**src/rtl/uart_rx_os16.sv**
```systemverilog
// 8N1 UART receiver, 16x oversampled, mid-bit sampling with start-glitch rejection.
// Presents bytes on data_out with a ready / ready_clr handshake plus framing and overrun flags.
module uart_rx_os16 #(
  parameter int CLK_HZ = 50_000_000,
  parameter int BAUD   = 115200
) (
  input  logic       clk_50m,
  input  logic       rst,
  input  logic       Rx,
  input  logic       Rx_en,
  input  logic       ready_clr,
  output logic [7:0] data_out,
  output logic       ready,
  output logic       frame_err,
  output logic       overrun,
  output logic       Rx_busy
);

  // A truncated divider of zero would stall the receiver, so clamp it to one.
  localparam int OS_DIV = (CLK_HZ / (BAUD * 16) < 1) ? 1 : CLK_HZ / (BAUD * 16);
  localparam int TW     = (OS_DIV > 1) ? $clog2(OS_DIV) : 1;
  localparam logic [TW-1:0] TLAST = TW'(OS_DIV - 1);

  typedef enum logic [1:0] {IDLE, START, DATA, STOP} state_t;

  state_t        state_q, state_d;
  logic          sync1_q, rx_s_q;
  logic [TW-1:0] tcnt_q;
  logic          tick;
  logic [3:0]    s_q, s_d;
  logic [2:0]    bit_q, bit_d;
  logic [7:0]    sreg_q, sreg_d;
  logic          armed_q, armed_d;
  logic [7:0]    data_q, data_d;
  logic          ready_q, ready_d;
  logic          ferr_q, ferr_d;
  logic          ovr_q, ovr_d;

  assign tick = (tcnt_q == TLAST);

  always_ff @(posedge clk_50m) begin
    if (rst) begin
      sync1_q <= 1'b1;
      rx_s_q  <= 1'b1;
      tcnt_q  <= '0;
      state_q <= IDLE;
      s_q     <= '0;
      bit_q   <= '0;
      sreg_q  <= '0;
      armed_q <= 1'b0;
      data_q  <= '0;
      ready_q <= 1'b0;
      ferr_q  <= 1'b0;
      ovr_q   <= 1'b0;
    end else begin
      sync1_q <= Rx;
      rx_s_q  <= sync1_q;
      tcnt_q  <= tick ? '0 : tcnt_q + 1'b1;
      state_q <= state_d;
      s_q     <= s_d;
      bit_q   <= bit_d;
      sreg_q  <= sreg_d;
      armed_q <= armed_d;
      data_q  <= data_d;
      ready_q <= ready_d;
      ferr_q  <= ferr_d;
      ovr_q   <= ovr_d;
    end
  end

  always_comb begin
    state_d = state_q;
    s_d     = s_q;
    bit_d   = bit_q;
    sreg_d  = sreg_q;
    armed_d = armed_q;
    data_d  = data_q;
    ready_d = ready_q;
    ferr_d  = ferr_q;
    ovr_d   = ovr_q;

    // Clear first so a completing frame in the same cycle overrides it.
    if (ready_clr) begin
      ready_d = 1'b0;
      ferr_d  = 1'b0;
      ovr_d   = 1'b0;
    end

    if (tick) s_d = s_q + 4'd1;

    case (state_q)
      IDLE: begin
        // Arming needs a high line first, so a held-low break never retriggers.
        if (rx_s_q) armed_d = 1'b1;
        if (Rx_en && armed_q && !rx_s_q) begin
          state_d = START;
          s_d     = '0;
          armed_d = 1'b0;
        end
      end
      START: begin
        if (tick && s_q == 4'd7) begin
          s_d = '0;
          if (rx_s_q) begin
            state_d = IDLE;
          end else begin
            state_d = DATA;
            bit_d   = '0;
          end
        end
      end
      DATA: begin
        if (tick && s_q == 4'd15) begin
          sreg_d = {rx_s_q, sreg_q[7:1]};
          bit_d  = bit_q + 3'd1;
          if (bit_q == 3'd7) begin
            state_d = STOP;
            s_d     = '0;
          end
        end
      end
      STOP: begin
        if (tick && s_q == 4'd15) begin
          state_d = IDLE;
          if (rx_s_q) begin
            data_d  = sreg_q;
            ready_d = 1'b1;
            ferr_d  = 1'b0;
            ovr_d   = ready_q;
          end else begin
            ferr_d  = 1'b1;
          end
        end
      end
      default: state_d = IDLE;
    endcase
  end

  assign data_out  = data_q;
  assign ready     = ready_q;
  assign frame_err = ferr_q;
  assign overrun   = ovr_q;
  assign Rx_busy   = (state_q != IDLE);

endmodule

```
**config.mk**
```make
export PLATFORM = sky130hd
export DESIGN_NAME = uart_rx_os16
export DESIGN_NICKNAME = d
export VERILOG_FILES = /design/src/rtl/uart_rx_os16.sv
export SDC_FILE = /design/constraint.sdc
export NUM_CORES = 1
export LEC_CHECK = 0
export CELL_PAD_IN_SITES_DETAIL_PLACEMENT = 1
export CELL_PAD_IN_SITES_GLOBAL_PLACEMENT = 1
export CORE_MARGIN = 5
export CORE_UTILIZATION = 47
export CTS_BUF_LIST = sky130_fd_sc_hd__clkbuf_4 sky130_fd_sc_hd__clkbuf_8
export CTS_CLUSTER_DIAMETER = 50
export DETAILED_ROUTE_END_ITERATION = 6
export PLACE_DENSITY_LB_ADDON = 0.1
export SKIP_LAST_GASP = 1
export SLEW_MARGIN = 5
export SYNTH_ARGS = -nofsm -noshare
export SYNTH_HDL_FRONTEND = slang
export SYNTH_SLANG_ARGS = --single-unit
```
**constraint.sdc**
```tcl
create_clock -name clk_50m -period 3 [get_ports clk_50m]
set_clock_uncertainty 0.1 [all_clocks]
set_input_delay 0.45 -clock clk_50m [delete_from_list [all_inputs] [get_ports clk_50m]]
set_output_delay 0.45 -clock clk_50m [all_outputs]
set_load 0.02 [all_outputs]
```
# == Yosys cells after proc, flatten, opt, wreduce, memory -nomap -nowiden ==
# Cells that the tools add are included.
# op_classes
n_addsub,3
bitwise_logic,0
n_lt_le_gt_ge,0
n_reduce_logical,15
n_mux,31
eq_ne,13
shifts,0
n_mul,0
div_mod_pow,0
# ops
op,n
two-way mux 4 bit,5
two-way mux 1 bit,14
two-way mux 2 bit,6
!= test 2 bit (second input constant),6
one-hot mux 4 bit (3 select lines),1
two-way mux 3 bit,3
one-hot mux 2 bit (4 select lines),1
one-hot mux 3 bit (2 select lines),1
nonzero test 2 bit,3
adder 5 x 1 -> 5 bit (second input constant),1
== test 5 bit (second input constant),1
AND reduction 5 bit,1
adder 4 x 1 -> 4 bit (second input constant),1
== test 2 bit (second input constant),2
== test 4 x 3 -> 1 bit (second input constant),1
== test 4 bit (second input constant),1
logical AND 1 bit,4
AND reduction 2 bit,2
AND reduction 4 bit,1
adder 3 x 1 -> 3 bit (second input constant),1
== test 3 bit (second input constant),1
AND reduction 3 bit,1
== test 2 x 1 -> 1 bit (second input constant),1
logical NOT 2 bit,1
2 further kinds,2
# totals
n_memories,0
ff_bits,36
rom_bits,0
out_inout_bits,12
mem_bits_rw,0
latchBits,0
in_bits,5

# == Logic depth before layout (Yosys ltp) ==
# Gate-level depths: netlist of the first run.
# depth
depth_word,5
ltp_mapped,8

# == Least setup slack after synthesis of the first run ==
# OpenSTA, ideal clock, no wires.
# synth_path
path_kind,register to register
start,register tcnt_q[0]
end,register s_q[1]
stages_incl_launch_ff,8
setup_ps,70
path_buffers,1
setup_slack_ps,1277
t_arrival_ps,1553
cell_sequence,dfxtp_1 inv_1 ha_1 and4b_1 buf_2 and3_1 a2111o_1 a21oi_1
# synth_via
elab_chain_cells,5
elab_cells_between_ends,9
# synth_lines
element,line,rtl
start: declaration,28,logic [TW-1:0] tcnt_q;
start signal: assignment,58,tcnt_q <= tick ? '0 : tcnt_q + 1'b1;
== test 5 bit (*),39,assign tick = (tcnt_q == TLAST);
two-way mux 4 bit,89,if (tick) s_d = s_q + 4'd1;
two-way mux 4 bit,116,if (bit_q == 3'd7) begin
two-way mux 4 bit,113,if (tick && s_q == 4'd15) begin
one-hot mux 4 bit (3 select lines) (*),91,case (state_q)
end signal: assignment,47,s_q <= '0;
end signal: assignment,60,s_q <= s_d;
end: declaration,30,"logic [3:0] s_q, s_d;"
# Every way passes the cells marked *; elsewhere a longest branch is shown, timed or not.
# A chain may end at the register's enable or synchronous reset.

==> results of run 1 <==
[cell usage after synthesis, types with 2 or more instances]
cell	count	area share
nand4b_1	2	0.012
a21oi_1	16	0.054
ha_1	5	0.042
nor2_1	22	0.056
inv_1	3	0.0076
nor3_1	2	0.0068
xor2_1	4	0.024
clkbuf_1	2	0.0051
xnor2_1	2	0.012
buf_2	2	0.0068
mux2i_1	8	0.054
and3_1	2	0.0085
dfxtp_1	36	0.49
or2_2	2	0.0085
nand4_1	2	0.0085
nand3_1	4	0.014
and4b_1	2	0.014
nand2_1	24	0.061
nand2b_1	3	0.013
[sequential cells by signal (all words and copies together) (netlist names), named ones only]
signal / flops
armed_q: 1
bit_q: 3
data_out: 8
frame_err: 1
overrun: 1
ready: 1
rx_s_q: 1
s_q: 4
sreg_q: 8
state_q: 1
sync1_q: 1
tcnt_q: 5
[metal layers]
metal	global-route usage	share of wire	vias to the layer above
li1	-	-	581
met1	0.1861	0.42	545
met2	0.3179	0.51	17
met3	0.05442	0.039	9
met4	0.06853	0.022	0
met5	0	0	-
[area by class of cell]
| cell class | count | area, um2 |
|---|---|---|
| inverters | 3 | 11.26 |
| clock inverters | 3 | 42.54 |
| fillers | 353 | 1284 |
| clock buffers | 5 | 37.54 |
| flip-flops and latches | 36 | 720.7 |
| repair buffers | 18 | 175.2 |
| well taps | 44 | 55.05 |
| multi-input cells | 113 | 701.9 |
[worst max-delay path by stage]
| stage | endpoint | slack, ns | depth (start not counted) |
|---|---|---|---|
| 2_1_floorplan | s_q[1] | 1.28 | 7 |
| 3_3_place_gp | s_q[1] | 1.13 | 7 |
| 3_5_place_dp | overrun | 1.05 | 6 |
| 4_1_cts | Rx_busy | 0.74 | 3 |
| 5_1_grt | Rx_busy | 0.63 | 3 |
| 6_report | Rx_busy | 0.77 | 3 |
[report_power, final]
part	total (uW)	internal [uW]	switching [uW]
Sequential	489	484	5.71
Clock	344	174	170
Combinational	27.4	13.3	14.1
Total	861	671	190
[metrics by stage]
step	instances	worst slack [ns]	hold slack (ns)	cell area, um2
after global routing	222	0.6322	0.3343	1744
final	222	0.7686	0.3197	1744
after CTS	222	0.7421	0.3217	1744
after global placement	214	1.134	0.2960	1664
after floorplan	159	1.277	0.2895	1474
after detailed placement	214	1.046	0.2945	1664
[logic make-up after synthesis]
| group | after synthesis | synth area share |
|---|---|---|
| buffers and inverters | 10 | 0.03481 |
| flip-flops | 36 | 0.4890 |
| AO/OA/AOI/OAI | 23 | 0.1027 |
| XOR/XNOR | 6 | 0.03565 |
| multiplexers | 8 | 0.05433 |
| adder cells (fa/ha/maj) | 5 | 0.04244 |
| AND/OR/NAND/NOR | 71 | 0.2411 |
[worst reg2reg max path: stages (launching register included)]
cell and delay, ns:
dfxtp_1 0.35, inv_1 0.07, ha_1 0.18, and4b_1 0.38
nand4_1 0.45, nand3_1 0.23, a21oi_1 0.08
[cells in the final DEF (no fill, tap or decap), drive strengths merged, types with 4 or more instances in the layout]
cell type / synthesis / final
dfxtp: 36 / 36
nand2: 24 / 24
nor2: 22 / 22
a21oi: 16 / 16
clkdlybuf4s50: 0 / 16
mux2i: 8 / 8
ha: 5 / 5
clkbuf: 2 / 5
nand3: 4 / 4
xor2: 4 / 4
==> metrics.md, run 1 <==
| Metric | Value |
|---|---|
| 1st-iter DRT viols | 70 |
| Final weighted congestion in routability-driven placement | 0.7689 |
| Row count | 20 |
| Min-delay src | sync1_q |
| Area growth syn-to-layout | 18.34% |
| Max VDD drop | 0.3374 mV |
| CTS tree | yes |
| FF-to-FF path depth | 6 |
| Fin Setup TNS | 0 ns |
| Reg2reg end | overrun |
| Diode count | 0 |
| Post-DRT Antenna Nets | 0 |
| Final Util | 0.5760 |
| Io pins | 17 |
| Die Wd | 66 um |
| Share of cells above drive strength 1 | 0.08427 |
| Critical Path RT | 2.45 ns |
| Seq cells post-synth | 36 |
| Mapped Nets | 169 |
| GRT Util Overall | 0.1748 |
| Worst Tran Pin Value | 0.5104 ns |
| Wire per inst | 14.63 um |
| Effective utilization at floorplan | 0.4868 |
| WL final | 3248 um |
| Vias in the first global route | 1,230 |
| Remaining design rule violation count | 0 |
| Cell count after synthesis | 159 |
| Critical path class | register to output port |
| Async SR Flop Fraction | 0 |
| Critical Path AT | 1.68 ns |
| Pwr Density | 493.5 nW/um2 |
| Kind of end point of the critical path | output port |
| Core area | 3028 um2 |
| EDFF count, synth | 0 |
| Final period utilization | 0.7438 |
| Sink Count | 36 |
| Leakage dissipation | 0.0006382 uW |
| Initial antenna violation count | 0 |
| Status | finished, final reports clean |
| CTS Buf Count | 5 |
| Buf/Inv on CP | 2 |
| Hold buffer count at cts | 0 |
| Slowest cell on crit path | clkdlybuf4s50_1 |
| Worst-skew pair later-pin latency | 0.35 ns |
| Final setup fails | 0 |
| Worst setup SP type | register |
| RSZ-0062 raised after global routing | no |
| Yosys Warn Count | 0 |
| Final-stage net count | 187 |
| Area of the mapped netlist | 1474 um2 |
| Syn avg cell area | 9.270 um2 |
| Routed vias | 1,152 |
| Seq/Total Area, Yosys | 0.4890 |
| Cell family contributing the most delay on the critical path | buffers and inverters |
| Hold path endpoint | rx_s_q |
| Total gr overflow | 0 |
| Largest net degree at the start of global routing | 17 |
| Worst-path maximum fanout | 9 |
| Post-CTS Setup Inserts | 0 |
| Die height | 66 um |
| Tmin final | 2.231 ns |
| Relative slew slack | 0.6587 |
| IO Port Bufs | 16 |
| Critical R2R Launch | tcnt_q[0] |
| Max incr delay on CP | 0.60 ns |
| Max-cap check violation count | 0 |
| Worst hold stages | 1 |
| Main synth FF type | dfxtp_1 |
| Cells along the critical path | nor2_1 > inv_1 > clkdlybuf4s50_1 |
| Max Root-Sink Buffers | 2 |
| Slew Limit Fails | 0 |
| First-pass GRT wire length | 5692 um |
| Router iterations before antenna repair | 4 |
| H-tree depth | 2 |
| Post-DP HPWL | 2462 um |
| Worst Hold Class | register to register |
| Die area | 4356 um2 |
| Max Clk Rate | 448.1 MHz |
| Cell variety after synth | 35 |
| Tot Pwr | 860.7 uW |
| Via density | 5.189 |
| Clock slew at reported path FFs | 0.11 ns |
| CTS-repair resized insts | 0 |
| Reg2reg setup slack | 1.05 ns |
| Clock Tree Root | clkbuf_4 |
| Hold Violations, Final | 0 |
No activity file was read; power rests on OpenSTA's default activity.
==> run 2: changes to the inputs <==
Settings changed: CORE_UTILIZATION 47 to 39.
Clock period 3 ns to 1.95 ns, I/O delays scaled along.
==> metrics.md, run 2 (synthesized netlist as in run 1, its figures left out) <==
| Metric | Value |
|---|---|
| Sink Count | 36 (unchanged) |
| Met2 Use GR | 0.2316 (-0.08626) |
| Post-DRT Antenna Nets | 0 (unchanged) |
| Total gr overflow | 0 (unchanged) |
| CTS tree | yes |
| Final-stage net count | 192 (+2.7%) |
| Max Clk Rate | 534.8 MHz |
| Gate power share | 0.031 (about the same) |
| Critical Path RT | 1.56 ns (-0.89 ns) |
| Non-Filler Instances | 231 (+4.1%) |
| Layout fillers | 436 (+24%) |
| Kind of end point of the critical path | output port |
| GRT Util Overall | 0.1521 (-0.02270) |
| Io pins | 17 (unchanged) |
| Commonest cells after routing, fill and taps aside | dfxtp_1, nand2_1, nor2_1 |
| Worst setup SP type | register |
| Share of total power in sequential cells | 0.517 (-0.052) |
| Worst-path maximum fanout | 9 (unchanged) |
| Area growth syn-to-layout | 23.68% |
| Vias in the first global route | 1,230 (unchanged) |
| Router iterations before antenna repair | 4 (unchanged) |
| Max-cap check violation count | 0 (unchanged) |
| Worst hold margin | 0.3160 ns (-0.003702 ns) |
| Post-route design area | 1823 um2 (+4.5%) |
| Diode count | 0 (unchanged) |
| Final setup fails | 0 (unchanged) |
| Relative slew slack | 0.7293 (+0.07058) |
| Slowest cell on crit path | clkdlybuf4s50_1 |
| CTS Buf Count | 5 (unchanged) |
| Die Wd | 71.48 um (+8.3%) |
| Share of cells above drive strength 1 | 0.1311 (+0.04688) |
| Die height | 71.48 um (+8.3%) |
| Clock power frac | 0.452 (+0.053) |
| Critical path class | register to output port |
| Max incr delay on CP | 0.59 ns (about the same) |
| Pint | 1159 uW (+73%) |
| Pwr Density | 798.6 nW/um2 (+62%) |
| Post-DP HPWL | 2415 um (-1.9%) |
| WL final | 3352 um (+3.2%) |
| Hold Violations, Final | 0 (unchanged) |
| 1st-iter DRT viols | 36 (-49%) |
| Final weighted congestion in routability-driven placement | 0.8285 (+7.8%) |
| Cells along the critical path | nor2_1 > inv_1 > clkdlybuf4s50_1 |
| Slew Limit Fails | 0 (unchanged) |
| Leakage dissipation | 0.0006797 uW (+6.5%) |
| Remaining design rule violation count | 0 (unchanged) |
| NetSw | 296.8 uW (+56%) |
| Worst Tran Pin Value | 0.4049 ns (-0.1055 ns) |
| Sw frac | 0.2038 (-0.01683) |
| H-tree depth | 2 (unchanged) |
| Row count | 22 (+10%) |
| Busiest layer in global routing | met2 |
| Tmin final | 1.870 ns |
| Hold buffer count at cts | 0 (unchanged) |
| Status | finished, final reports clean |
| Max VDD drop | 0.4279 mV (+27%) |
| RSZ-0062 raised after global routing | yes |
| Pre-CTS setup slack | 0.1321 ns (-0.9137 ns) |
| Effective utilization at floorplan | 0.4026 (-0.08418) |
| Commonest non-fill, non-tap cell in the layout | dfxtp_1 |
| Initial antenna violation count | 0 (unchanged) |
| Critical Path AT | 1.48 ns (-0.20 ns) |
| Core area | 3661 um2 (+21%) |
| Clock Tree Root | clkbuf_8 |
| Cell family contributing the most delay on the critical path | buffers and inverters |
| DP Area | 1707 um2 (+2.6%) |
| Wire per inst | 14.51 um (-0.82%) |
| Max Root-Sink Buffers | 2 (unchanged) |
| Setup ws final | 0.08029 ns (-0.6883 ns) |
| GR Layer Usage met3 | 0.04909 (-0.005333) |
| IO Port Bufs | 16 (unchanged) |
| Buf/Inv on CP | 2 (unchanged) |
| Worst Hold Class | register to register |
| Final period utilization | 0.9588 |
| Die area | 5109 um2 (+17%) |
| Clock slew at reported path FFs | 0.07 ns (-0.04 ns) |
| Largest net degree at the start of global routing | 20 (+3) |
| Worst-skew pair later-pin latency | 0.29 ns (-0.06 ns) |
| Dpl cells | 223 (+4.2%) |
| Routed vias | 1,171 (+1.6%) |
| Post-CTS Setup Inserts | 0 (unchanged) |
| Met1 usage | 0.1945 (+0.008372) |
| First-pass GRT wire length | 6009 um (+5.6%) |
| Via density | 5.069 (-2.3%) |
-- run 2: cell types whose count changed in the layout (fill, tap and decap cells not counted) --
cell	change
buf_4	+5
clkbuf_8	+5
clkbuf_4	-4
dfxtp_1	-3
dfxtp_2	+3
and4b_1	-1
and4b_2	+1
clkinvlp_4	-1
-- run 2: worst paths after layout --
path | cells after the start | slack (ns) | start | endpoint
max | 3 | 0.08 | register | Rx_busy
min | 1 | 0.32 | sync1_q | rx_s_q
max reg2reg | 6 | 0.13 | tcnt_q[0] | s_q[1]
min reg2reg | 1 | 0.32 | sync1_q | rx_s_q
-- run 2: worst register-to-register path, cell delays in order, from the launching register on --
cell      delay, ns
dfxtp_2        0.36
inv_1          0.05
ha_1           0.22
and4b_2        0.31
and3_1         0.17
a2111o_1       0.41
a21oi_1        0.14
-- run 2: what timing repair did --
item	4_1_cts	5_1_grt
cloned	0	0
setup endpoints to repair	1	5
endpoints found under the hold margin	0	0
resized for setup	1	3
-- run 2: layout make-up --
cell class	count	area, um2	area share
multi-input combinational	113	703.2	0.3857
tap	48	60.06	0.03294
sequential	36	724.4	0.3974
clock buffer	6	76.32	0.04187
timing repair buffer	23	212.7	0.1167
inverter	3	11.26	0.006177
clock inverter	2	35.03	0.01922
-- run 2: power by group through the flow --
stage                     sequential (uW)  clock, uW  combinational [uW]
final                                 753        658                45.4
after global routing                  754        710                52.0
after CTS                             752        676                46.6
after detailed placement              769          0                45.8
after global placement                768          0                43.9
after floorplan                       767          0                26.7
-- run 2: metrics by stage --
stage	util	TNS, ns	power (uW)
after detailed placement	0.4662	0	814.3
after CTS	0.4969	0	1475
after global placement	0.4662	0	811.9
after global routing	0.4979	-0.01687	1516
after floorplan	-	0	793.8
final	0.4979	0	1456
-- run 2: metal layers --
metal	wire length, um	vias up	part of all wire
met5	0	-	0
met4	84	0	0.025
met3	147	8	0.044
met2	1569	22	0.47
met1	1551	552	0.46
li1	-	589	-
